--- config.mk ---
export PLATFORM = sky130hd
export DESIGN_NAME = syn_fifo
export DESIGN_NICKNAME = d
export VERILOG_FILES = /design/src/rtl/syn_fifo_pkg.sv /design/src/rtl/syn_fifo_mem.sv /design/src/rtl/syn_fifo.sv
export SDC_FILE = /design/constraint.sdc
export NUM_CORES = 1
export LEC_CHECK = 0
export ABC_AREA = 1
export ABC_CLOCK_PERIOD_IN_PS = 2100
export BUFFER_PORTS_ARGS = -buffer_cell sky130_fd_sc_hd__buf_2
export CORE_MARGIN = 10
export CORE_UTILIZATION = 30
export CTS_CLUSTER_DIAMETER = 30
export DETAILED_ROUTE_END_ITERATION = 8
export PLACE_DENSITY = 0.47
export SLEW_MARGIN = 25
export SYNTH_ARGS = -nofsm -noshare
export SYNTH_HDL_FRONTEND = slang
export SYNTH_SLANG_ARGS = --single-unit
--- constraint.sdc ---
create_clock -name clk -period 2.1 [get_ports clk]
set_input_delay 0.105 -clock clk [delete_from_list [all_inputs] [get_ports clk]]
set_output_delay 0.105 -clock clk [all_outputs]
set_load 0.005 [all_outputs]
--- src/rtl/syn_fifo_pkg.sv ---
// syn_fifo_pkg: width helpers and parameter-legality check shared by the
// syn_fifo top and its storage array.
package syn_fifo_pkg;

  // Address width for a DEPTH-entry array; never narrower than one bit.
  function automatic int ptr_width(input int depth);
    return (depth > 1) ? $clog2(depth) : 1;
  endfunction

  // Occupancy counter width: must represent 0..DEPTH inclusive.
  function automatic int cnt_width(input int depth);
    return $clog2(depth + 1);
  endfunction

  // True when the depth and threshold levels form a legal configuration.
  function automatic bit levels_ok(input int depth, input int af_level,
                                   input int ae_level);
    return (depth >= 2) &&
           (af_level >= 1) && (af_level <= depth) &&
           (ae_level >= 0) && (ae_level <= depth - 1);
  endfunction

endpackage

--- src/rtl/syn_fifo_mem.sv ---
// syn_fifo_mem: single-clock simple dual-port array with a registered read
// port. Only the read register is reset; the array itself is not.
module syn_fifo_mem
  import syn_fifo_pkg::*;
#(
  parameter int WIDTH = 8,
  parameter int DEPTH = 16,
  parameter int AW    = ptr_width(DEPTH)
) (
  input  logic             clk,
  input  logic             rst,
  input  logic             we,
  input  logic [AW-1:0]    waddr,
  input  logic [WIDTH-1:0] wdata,
  input  logic             re,
  input  logic [AW-1:0]    raddr,
  output logic [WIDTH-1:0] rdata
);

  logic [WIDTH-1:0] mem_q [DEPTH];

  // Write port: store the word when enabled.
  // NOTE: storage arrays carry no reset so they map onto RAM primitives;
  // occupancy logic guarantees stale entries are never presented.
  always_ff @(posedge clk) begin
    if (we) mem_q[waddr] <= wdata;
  end

  // Read port: registered output, cleared on reset, held when not reading.
  always_ff @(posedge clk) begin
    if (rst)     rdata <= '0;
    else if (re) rdata <= mem_q[raddr];
  end

endmodule

--- src/rtl/syn_fifo.sv ---
// syn_fifo: parametrised single-clock FIFO with arbitrary depth,
// almost-full/almost-empty thresholds, occupancy count and sticky
// overflow/underflow flags.
// Build option: define SYN_FIFO_FWFT_EN for first-word-fall-through output;
// otherwise rdata is a registered read with one cycle latency after rinc.
module syn_fifo
  import syn_fifo_pkg::*;
#(
  parameter int WIDTH    = 8,
  parameter int DEPTH    = 16,
  parameter int AF_LEVEL = DEPTH - 2,
  parameter int AE_LEVEL = 2
) (
  input  logic                         clk,
  input  logic                         rst,
  input  logic                         winc,
  input  logic [WIDTH-1:0]             wdata,
  input  logic                         rinc,
  output logic [WIDTH-1:0]             rdata,
  output logic                         wfull,
  output logic                         rempty,
  output logic                         walmost_full,
  output logic                         ralmost_empty,
  output logic [cnt_width(DEPTH)-1:0]  count,
  output logic                         overflow,
  output logic                         underflow
);

  localparam int PW = ptr_width(DEPTH);
  localparam int CW = cnt_width(DEPTH);
  localparam logic [PW-1:0] PTR_LAST = PW'(DEPTH - 1);

  if (!levels_ok(DEPTH, AF_LEVEL, AE_LEVEL)) begin : g_bad_levels
    $error("syn_fifo: illegal DEPTH/AF_LEVEL/AE_LEVEL combination");
  end

  logic [PW-1:0] wptr_q, wptr_d;
  logic [PW-1:0] rptr_q, rptr_d;
  logic [CW-1:0] count_q, count_d;
  logic          overflow_q, overflow_d;
  logic          underflow_q, underflow_d;
  logic          wen, ren, mem_re;

  // Status flags decode from registered state only, so they are glitch-free.
  assign wfull         = (count_q == CW'(DEPTH));
  assign walmost_full  = (count_q >= CW'(AF_LEVEL));
  assign ralmost_empty = (count_q <= CW'(AE_LEVEL));
  assign count         = count_q;
  assign overflow      = overflow_q;
  assign underflow     = underflow_q;

  assign wen = winc & ~wfull;
  assign ren = rinc & ~rempty;

`ifdef SYN_FIFO_FWFT_EN
  // The memory read register doubles as the output stage; stage_q marks
  // that it holds a live head word. count includes that word.
  logic          stage_q, stage_d;
  logic [CW-1:0] array_words;

  assign rempty      = ~stage_q;
  assign array_words = count_q - CW'(stage_q);
  // Fetch when the array has a word and the stage is empty or being popped.
  assign mem_re      = (array_words != '0) && (!stage_q || ren);

  // Next stage occupancy: refilled on fetch, drained on a pop without refill.
  always_comb begin
    stage_d = stage_q;
    if (mem_re)   stage_d = 1'b1;
    else if (ren) stage_d = 1'b0;
  end

  // Output stage valid register.
  always_ff @(posedge clk) begin
    if (rst) stage_q <= 1'b0;
    else     stage_q <= stage_d;
  end
`else
  assign rempty = (count_q == '0);
  assign mem_re = ren;
`endif

  // Next-state logic for pointers, occupancy and sticky error flags.
  // NOTE: every always_comb output gets a default first so no path leaves
  // it unassigned, which would otherwise infer a latch.
  always_comb begin
    wptr_d      = wptr_q;
    rptr_d      = rptr_q;
    count_d     = count_q;
    overflow_d  = overflow_q  | (winc & wfull);
    underflow_d = underflow_q | (rinc & rempty);
    if (wen)    wptr_d = (wptr_q == PTR_LAST) ? '0 : wptr_q + PW'(1);
    if (mem_re) rptr_d = (rptr_q == PTR_LAST) ? '0 : rptr_q + PW'(1);
    unique case ({wen, ren})
      2'b10:   count_d = count_q + CW'(1);
      2'b01:   count_d = count_q - CW'(1);
      default: count_d = count_q;
    endcase
  end

  // Control state registers; reset wins over any same-cycle request.
  // NOTE: sequential state uses non-blocking assignments so every register
  // samples pre-edge values regardless of statement order.
  always_ff @(posedge clk) begin
    if (rst) begin
      wptr_q      <= '0;
      rptr_q      <= '0;
      count_q     <= '0;
      overflow_q  <= 1'b0;
      underflow_q <= 1'b0;
    end else begin
      wptr_q      <= wptr_d;
      rptr_q      <= rptr_d;
      count_q     <= count_d;
      overflow_q  <= overflow_d;
      underflow_q <= underflow_d;
    end
  end

  syn_fifo_mem #(
    .WIDTH (WIDTH),
    .DEPTH (DEPTH),
    .AW    (PW)
  ) u_mem (
    .clk   (clk),
    .rst   (rst),
    .we    (wen),
    .waddr (wptr_q),
    .wdata (wdata),
    .re    (mem_re),
    .raddr (rptr_q),
    .rdata (rdata)
  );

endmodule

==> metrics, run 1 <==
status=finished clean; Syn Std Cell Area=6306 µm²; GP Congestion=between 0.8 and 0.9; Syn. warnings=0; Slew Viols, Final=0; Post-CTS Setup Repair Bufs=0; latest clock arrival within the worst-skew pair=~0.42 ns; Max-slew headroom=between 60% and 70%; Tcrit/Tclk final=93.85%; share of layout cells above drive strength 1=15.14%; GR Util met1=15.44%; clock skew=0.01079 ns; CTS sink cnt=151; Clock Root Buffer=clkbuf_16; Antenna Nets Post-Route=0; fraction of registers with async set/reset=0%; dpl hpwl=10.35 mm; Cells after Synth=587; Synth Area in Adders=1.786%; dominant cell type by area after synthesis=edfxtp_1; WL final=16.35 mm; First-pass DRT Iterations=4; Main synth FF type=edfxtp_1; CTS tree=yes; CTS Buf Count=17; Max Freq=0.5074 GHz; Cell Chain, Critical Path=inv_1, nand4_1, nand2_2, inv_2, ha_2, xor2_2, ha_1, inv_1, nand2_1, nand3_1, nand2_1, nand2_1, nand2_1, nand2_1, a21oi_1; crit path launch type=flip-flop; final non-filler cell area=approximately 7500 µm²; Static Leakage=2.822 nW; vias per cell=between 4 and 5; sequential area share after synthesis=68.25%; Synth Area in Simple Gates=18.15%; FF+latch count, synth=151; cell repeated most along the worst path=nand2_1; Final Critical Period=1.971 ns; Post-Syn Nets=608; CP Class=flip-flop to flip-flop; synthesis-to-layout area growth=18.89%; DRT iter0 DRCs=308; Clock Pin Slew Worst Setup and Hold Paths=0.07 ns; top-area cell type share of the netlist area=60.95%; M2 GR Usage=20.15%; Total GRT Usage=12.37%; Syn Area/Cell=10.74 µm²; Max stage delay on crit path=0.37 ns; xor/xnor share of the synthesized area=less than 1%; pin count of the biggest net entering global routing=68; nets=approximately 660; Setup Viol. Count Final=0; num rows=52; Routed wire per std cell=17.70 µm; DR vias=4335; mux cell area share after synthesis=0%; number of distinct library cells after synthesis=26; Design Power=8.916 mW; Hold WC Path Type=primary input to flip-flop; cell with the most instances after synthesis=edfxtp_1; Post-synth EDFFs=128; Synth top cells by count=128 x edfxtp_1, 112 x nor2_1, 105 x nand2_1, 58 x nand3_1, 37 x o21ai_0; hold-critical path depth=1; synth top area cells=edfxtp_1 61%, dfxtp_1 7.3%, nor2_1 6.7%, nand2_1 6.3%, nand3_1 4.6%; critical path peak fanout=5; initial core utilization=30.87%; IO buf count=30; vias in the first global route=4455; WP data arrival=2.31 ns; die area=27220 µm²; Least-Margin Pin Slew=approximately 0.51 ns; WP data required=2.44 ns; DRC errors left=0; maximum vdd drop=0.5869 mV; Boundary Pins=31; H-tree levels=4; maxcap violations=0; CP Capture Type=flip-flop; PwrDens=1189 nW/µm²; Hold Vio Cnt, Final=0; CORE AREA=20430 µm²; met3 GRT Util=3.137%; # diodes=0; first-pass GRT wire length=25.21 mm; post-synthesis compound-gate area fraction=6.964%; slowest cell on the critical path=dfxtp_2; Die X=165.0 µm; largest family of logic cells by synthesized area=simple AND/OR/NAND/NOR gates; initial antenna violation count=0; placed cell area=approximately 6900 µm²; Longest Clk Path Bufs=2; Top Usage Layer GRT=met2; Die H=roughly 160 µm; unrepaired setup endpoints after global routing=yes; GRT overflow=0; worst reg2reg path depth=15
cells in the final DEF (no fill, tap or decap), drive strengths merged, types with 2 or more instances in the layout:
cell and instances:
nand4 2, edfxtp 128, inv 33, nor2 113, a21oi 28, o21ai 55
clkinv 7, buf 56, clkinvlp 2, dfxtp 23, nand2 106, nand3b 2
ha 9, nand3 58, xor2 5, clkbuf 18, dlygate4sd3 5
layout make-up:
class	count	area, µm²
Fill cell	2039	12930
Sequential cell	151	4309
Multi-Input combinational cell	381	1753
Clock buffer	18	429.2
Timing Repair Buffer	61	420.4
Tap cell	270	337.8
Clock inverter	14	138.9
Inverter	29	108.9
per-stage QoR:
stage	hold WS [ns]	TNS (ns)	worst slack, ns	cells	utilization [%]
floorplan	0.2039	0	0.01917	587	-
global placement	0.3728	0	0.1392	887	33.59
detailed placement	0.3773	-0.009070	-0.009070	887	33.59
CTS	0.1004	0	0.01135	924	36.64
global route	0.1048	-0.05742	-0.05742	924	36.70
finish	0.1066	0	0.1292	924	36.70
worst max-delay path: cells and delay by family (launching register included):
kind                       cells  cell delay (ns)
adders and majority gates      2             0.41
xor gates and xnor gates       1             0.17
and+or+nand+nor                8             0.63
buffers and inverters          3             0.20
AOI/OAI and AO/OA              1             0.11
DFF                            1             0.37
final timing paths:
kind / startpoint / to / slack [ns]
hold / removal: wdata[0] / u_mem.mem_q[6][0]$_DFFE_PP_ / 0.11
setup / recovery: count[0]$_SDFFE_PP0P_ / count[4]$_SDFFE_PP0P_ / 0.13
setup reg to reg: count[0]$_SDFFE_PP0P_ / count[4]$_SDFFE_PP0P_ / 0.13
hold reg to reg: count[4]$_SDFFE_PP0P_ / count[4]$_SDFFE_PP0P_ / 0.51
layer usage:
| metal | routed length, µm | vias to the layer above |
|---|---|---|
| li1 | - | 2124 |
| met1 | 7210 | 2106 |
| met2 | 7940 | 90 |
| met3 | 846 | 15 |
| met4 | 357 | 0 |
| met5 | 0 | - |
where the power goes:
part           switching, mW  total [mW]  internal [mW]
clock network           1.27        2.93           1.66
registers              0.142        3.60           3.45
logic                   1.57        2.39          0.822
registers in the layout, indices dropped and copies added (netlist names):
signal / cells
underflow: 1
wptr_q: 4
count: 5
u_mem.rdata: 8
rptr_q: 4
overflow: 1
u_mem.mem_q: 128
timing repair:
item                                    4_1_cts  5_1_grt
endpoints found under the setup margin        1        3
pin swaps                                     0        1
gates resized for setup                       2        5
cloned                                        0        0
endpoints found under the hold margin         5        0
hold buffers                                  5        0
cell families (layout without fill, tap and decap cells):
group | count (synthesis) | count (layout)
buf+inv | 55 | 122
simple gates | 281 | 281
xor+xnor | 5 | 5
fa+ha+maj | 9 | 9
compound gates | 86 | 86
flops | 151 | 151
(Power assumes the default switching activity.)
==> run 2, diff against run 1 <==
--- a/config.mk
+++ b/config.mk
@@ -13,6 +13,7 @@
 export CTS_CLUSTER_DIAMETER = 30
 export DETAILED_ROUTE_END_ITERATION = 8
 export PLACE_DENSITY = 0.47
+export REMOVE_ABC_BUFFERS = 1
 export SLEW_MARGIN = 25
 export SYNTH_ARGS = -nofsm -noshare
 export SYNTH_HDL_FRONTEND = slang
==> metrics, run 2 (synthesized netlist as in run 1, its figures left out) <==
first-pass GRT wire length=24.71 mm (-2.0%); Max-slew headroom=56.19% (-9.8 points); clock skew=0.006888 ns (-0.003905 ns); status=finished clean; maximum vdd drop=0.5821 mV (-0.81%); PnR worst setup slack=0.1572 ns (+0.02791 ns); Clock Root Buffer=clkbuf_16; max reg flops=128 (unchanged); DR vias=4403 (+1.6%); Slew Viols, Final=0 (unchanged); Hold Vio Cnt, Final=0 (unchanged); WP data arrival=2.30 ns (about the same); Setup Viol. Count Final=0 (unchanged); initial antenna violation count=0 (unchanged); WP data required=2.45 ns (about the same); CP Class=flip-flop to flip-flop; unrepaired setup endpoints after global routing=no; CTS Buf Count=17 (unchanged); First-pass DRT Iterations=5 (+1); Filler cells=2023 (-0.78%); Static Leakage=2.875 nW (+1.9%); hold_ws=0.1014 ns (-0.005189 ns); CORE AREA=20430 µm² (unchanged); IO buf count=30 (unchanged); die area=27220 µm² (unchanged); Non-Filler Instances=930 (+0.65%); # placed instances=890 (+0.34%); # diodes=0 (unchanged); Boundary Pins=31 (unchanged); crit path launch type=flip-flop; share of layout cells above drive strength 1=15.76% (+0.62 points); initial core utilization=30.87% (unchanged); H-tree levels=4 (unchanged); slowest cell on the critical path=dfxtp_1; Die H=165.0 µm (unchanged); Die X=165.0 µm (unchanged); nets=668 (+0.91%); WL final=15.89 mm (-2.8%); cell repeated most along the worst path=nand2_1; Routed wire per std cell=17.09 µm (-3.5%); Total GRT Usage=12.04% (-0.32 points); Hold WC Path Type=primary input to flip-flop; dpl hpwl=10.04 mm (-3.0%); vias in the first global route=4253 (-4.5%); Max Freq=0.5147 GHz (+1.4%); maxcap violations=0 (unchanged); vias per cell=4.734 (+0.91%); Longest Clk Path Bufs=2 (unchanged); DRT iter0 DRCs=304 (-1.3%); Least-Margin Pin Slew=0.6561 ns (+0.1466 ns); PwrDens=1235 nW/µm² (+3.9%); Max stage delay on crit path=0.32 ns (-0.05 ns); pin count of the biggest net entering global routing=68 (unchanged); CP Capture Type=flip-flop; most common cell after layout, fill and taps aside=edfxtp_1; dpl ws=-0.03883 ns (-0.02976 ns); GRT overflow=0 (unchanged); Tcrit/Tclk final=92.52% (-1.3 points); num rows=52 (unchanged); Clock Pin Slew Worst Setup and Hold Paths=0.06 ns (about the same); GP Congestion=0.7930 (-6.4%); latest clock arrival within the worst-skew pair=0.42 ns (about the same); Cell Chain, Critical Path=nor2_2, nand4_1, nand2_2, inv_2, ha_4, xor2_2, ha_1, inv_1, nand2_1, nand3_1, nand2_1, nand2_1, nand2_1, nand2_1, a21oi_2; Final Critical Period=1.943 ns (-0.02791 ns); critical path peak fanout=5 (unchanged); largest register by flop count=u_mem.mem_q; synthesis-to-layout area growth=20.99%; DRC errors left=0 (unchanged); CTS sink cnt=151 (unchanged); Antenna Nets Post-Route=0 (unchanged); CTS tree=yes; commonest cells after routing, fill and taps aside=128 x edfxtp_1, 112 x nor2_1, 104 x nand2_1
run 2: changes by cell type in the layout (fill, tap and decap cells not counted), moves of 2 or more:
| cell | change |
|---|---|
| clkinv_4 | -2 |
| inv_8 | -2 |
| inv_6 | -3 |
| clkinv_1 | +2 |
| bufinv_16 | +4 |
| buf_4 | +5 |
run 2: area by class of cell:
type                            instances  area (µm²)  share of cell area [%]
Multi-Input combinational cell        381        1767                   23.16
Inverter                               29       108.9                   1.427
Sequential cell                       151        4312                   56.51
Tap cell                              270       337.8                   4.428
Clock inverter                         13       202.7                   2.657
Timing Repair Buffer                   67       469.2                   6.150
Clock buffer                           19       432.9                   5.674
run 2: metrics by stage:
step                      power (mW)  utilization (%)  cell area [µm²]  TNS [ns]
after floorplan                5.030                -             6153    -5.326
after CTS                      9.416            37.08             7575         0
final                          9.426            37.35             7630         0
after global placement         6.014            33.70             6885         0
after detailed placement       6.068            33.70             6885  -0.03883
after global routing           10.02            37.35             7630         0
run 2: final timing paths:
kind	slack [ns]	cells after the start	endpoint	start
max	0.16	15	count[4]$_SDFFE_PP0P_	count[1]$_SDFFE_PP0P_
min	0.10	1	u_mem.mem_q[10][3]$_DFFE_PP_	wdata[3]
max reg2reg	0.16	15	count[4]$_SDFFE_PP0P_	count[1]$_SDFFE_PP0P_
min reg2reg	0.51	2	count[4]$_SDFFE_PP0P_	count[4]$_SDFFE_PP0P_
run 2: power by group:
part | switching, mW | internal [mW]
Sequential | 0.136 | 3.46
Clock | 1.19 | 2.10
Combinational | 1.62 | 0.912
run 2: routing by layer:
| metal | share of wire, % | track usage (%) |
|---|---|---|
| met1 | 48 | 16.22 |
| met2 | 45 | 18.16 |
| met3 | 5.6 | 3.411 |
| met4 | 1.5 | 4.147 |
| met5 | 0 | 0 |
run 2: worst max-delay path, delay by kind of cell (launching register included):
family / cells / cell delay, ns
flops: 1 / 0.32
simple gates: 9 / 0.82
buf+inv: 2 / 0.10
fa+ha+maj: 2 / 0.35
xor+xnor: 1 / 0.18
compound gates: 1 / 0.10
run 2: what timing repair did:
item / CTS / global route
setup buffers: 0 / 3
pin swaps: 0 / 3
gates resized for setup: 2 / 11
endpoints found under the setup margin: 1 / 3
hold buffers: 5 / 0
endpoints found under the hold margin: 5 / 0
==> run 3, diff against run 2 <==
--- a/config.mk
+++ b/config.mk
@@ -8,11 +8,13 @@
 export ABC_AREA = 1
 export ABC_CLOCK_PERIOD_IN_PS = 2100
 export BUFFER_PORTS_ARGS = -buffer_cell sky130_fd_sc_hd__buf_2
+export CELL_PAD_IN_SITES_DETAIL_PLACEMENT = 0
+export CELL_PAD_IN_SITES_GLOBAL_PLACEMENT = 1
 export CORE_MARGIN = 10
 export CORE_UTILIZATION = 30
 export CTS_CLUSTER_DIAMETER = 30
 export DETAILED_ROUTE_END_ITERATION = 8
-export PLACE_DENSITY = 0.47
+export PLACE_DENSITY = 0.56
 export REMOVE_ABC_BUFFERS = 1
 export SLEW_MARGIN = 25
 export SYNTH_ARGS = -nofsm -noshare
==> metrics, run 3 (synthesized netlist as in run 1, its figures left out) <==
Non-Filler Instances=932 (+0.22%); sequential cell area=4313 µm² (about the same); Hold EP=u_mem.mem_q[14][7]$_DFFE_PP_; PwrDens=1205 nW/µm² (-2.5%); synthesis-to-layout area growth=20.48%; most common cell after layout, fill and taps aside=edfxtp_1; PnR worst setup slack=0.1661 ns (+0.008979 ns); maxcap violations=0 (unchanged); Filler cells=2067 (+2.2%); CP Class=flip-flop to flip-flop; Max Freq=0.5171 GHz (+0.46%); pin count of the biggest net entering global routing=37 (-46%); Setup Viol. Count Final=0 (unchanged); Total GRT Usage=12.14% (+0.10 points); hold_ws=0.09365 ns (-0.007738 ns); Max-slew headroom=62.24% (+6.0 points); Hold WC Path Type=primary input to flip-flop; Tcrit/Tclk final=92.09% (-0.43 points); Boundary Pins=31 (unchanged); critical hold path startpoint=wdata[7]; share of layout cells above drive strength 1=16.16% (+0.41 points); Die H=165.0 µm (unchanged); num rows=52 (unchanged); CP Capture Type=flip-flop; initial antenna violation count=0 (unchanged); crit path launch type=flip-flop; max reg flops=128 (unchanged); GP Congestion=0.8012 (+1.0%); placed cell area=6895 µm² (+0.15%); CORE AREA=20430 µm² (unchanged); initial core utilization=30.87% (unchanged); largest register by flop count=u_mem.mem_q; Post-Route Setup TNS=0 ns (unchanged); CTS Buf Count=17 (unchanged); final non-filler cell area=7597 µm² (-0.43%); First-pass DRT Iterations=4 (-1); commonest cells after routing, fill and taps aside=128 x edfxtp_1, 112 x nor2_1, 104 x nand2_1; Antenna Nets Post-Route=0 (unchanged); Clock Pin Slew Worst Setup and Hold Paths=0.06 ns (about the same); first-pass GRT wire length=24.75 mm (+0.17%); status=finished clean; Slew Viols, Final=0 (unchanged); Final Critical Period=1.934 ns (-0.008979 ns); DRC errors left=0 (unchanged); Clock Root Buffer=clkbuf_16; Least-Margin Pin Slew=0.5655 ns (-0.09059 ns); vias per cell=4.658 (-1.6%); Hold Vio Cnt, Final=0 (unchanged); IO buf count=30 (unchanged); latest clock arrival within the worst-skew pair=0.42 ns (about the same); DRT iter0 DRCs=320 (+5.3%); CTS tree=yes; die area=27220 µm² (unchanged); maximum vdd drop=0.5440 mV (-6.5%); WP data required=2.44 ns (about the same); Die X=165.0 µm (unchanged); H-tree levels=4 (unchanged); clock skew=0.009982 ns (+0.003095 ns); critical path peak fanout=5 (unchanged); multi-input logic area=1767 µm² (unchanged); Reg2Reg Capture Point=count[4]$_SDFFE_PP0P_; Static Leakage=2.869 nW (-0.22%); worst reg2reg path depth=15 (unchanged); RR Startpoint=count[2]$_SDFFE_PP0P_; DR vias=4341 (-1.4%); Routed wire per std cell=17.13 µm (+0.27%); dpl hpwl=10.35 mm (+3.1%); WL final=15.97 mm (+0.48%); GRT overflow=0 (unchanged); WP data arrival=2.28 ns (-0.02 ns); nets=670 (+0.30%); Longest Clk Path Bufs=2 (unchanged); flop2flop setup slack=0.17 ns (about the same); dpl ws=-0.004973 ns (+0.03386 ns); # placed instances=893 (+0.34%); CTS sink cnt=151 (unchanged); vias in the first global route=4243 (-0.24%); # diodes=0 (unchanged); hold-critical path depth=1 (unchanged)
## run 3: final cells by class
cell class | instances | area share, %
timing repair buffer | 69 | 6.209
sequential | 151 | 56.77
clock buffer | 20 | 5.879
inverter | 29 | 1.433
clock inverter | 12 | 2.009
tap | 270 | 4.447
multi-input combinational | 381 | 23.25
## run 3: worst max-delay path, stage by stage (launching register included)
cell and delay [ns]:
dfxtp_1 0.33, nor2_2 0.11, nand4_1 0.13, nand2_2 0.11, inv_2 0.06, ha_4 0.18
xor2_2 0.18, ha_1 0.17, inv_1 0.04, nand2_1 0.09, nand3_1 0.11, nand2_1 0.09
nand2_1 0.05, nand2_1 0.05, nand2_1 0.05, a21oi_1 0.13
## run 3: per-stage QoR
stage	utilization (%)	power, mW
3_5_place_dp	33.75	6.050
2_1_floorplan	-	5.030
3_3_place_gp	33.75	6.037
6_report	37.19	9.152
4_1_cts	36.94	9.173
5_1_grt	37.19	9.710
## run 3: what timing repair did
item	4_1_cts	5_1_grt
endpoints found under the hold margin	5	0
resized for setup	1	12
cloned	0	0
setup buffers	0	2
pin swaps	0	3
setup endpoints to repair	1	3
hold buffers	5	0
## run 3: per-layer routing
| layer | vias up | routed length, µm | global-route usage [%] |
|---|---|---|---|
| met5 | - | 0 | 0 |
| met2 | 63 | 7558 | 19.31 |
| met4 | 0 | 127 | 2.899 |
| met1 | 2128 | 7650 | 16.32 |
| li1 | 2140 | - | - |
| met3 | 10 | 632 | 2.913 |
## run 3: report_power, final
group / total [mW] / internal (mW) / switching (mW)
Clock: 3.08 / 1.90 / 1.19
Sequential: 3.60 / 3.46 / 0.137
Combinational: 2.47 / 0.891 / 1.58
## run 3: how the worst max path moves through the flow
stage | to | start | slack (ns) | cells past startpoint
2_1_floorplan | u_mem.rdata[0]$_SDFFE_PP0P_ | rptr_q[0]$_SDFFE_PP0P_ | -0.62 | 7
3_3_place_gp | count[4]$_SDFFE_PP0P_ | count[3]$_SDFFE_PP0P_ | 0.10 | 15
3_5_place_dp | count[4]$_SDFFE_PP0P_ | count[0]$_SDFFE_PP0P_ | -0.005 | 15
4_1_cts | count[4]$_SDFFE_PP0P_ | count[0]$_SDFFE_PP0P_ | 0.02 | 15
5_1_grt | count[4]$_SDFFE_PP0P_ | count[1]$_SDFFE_PP0P_ | -0.02 | 15
6_report | count[4]$_SDFFE_PP0P_ | count[2]$_SDFFE_PP0P_ | 0.17 | 15
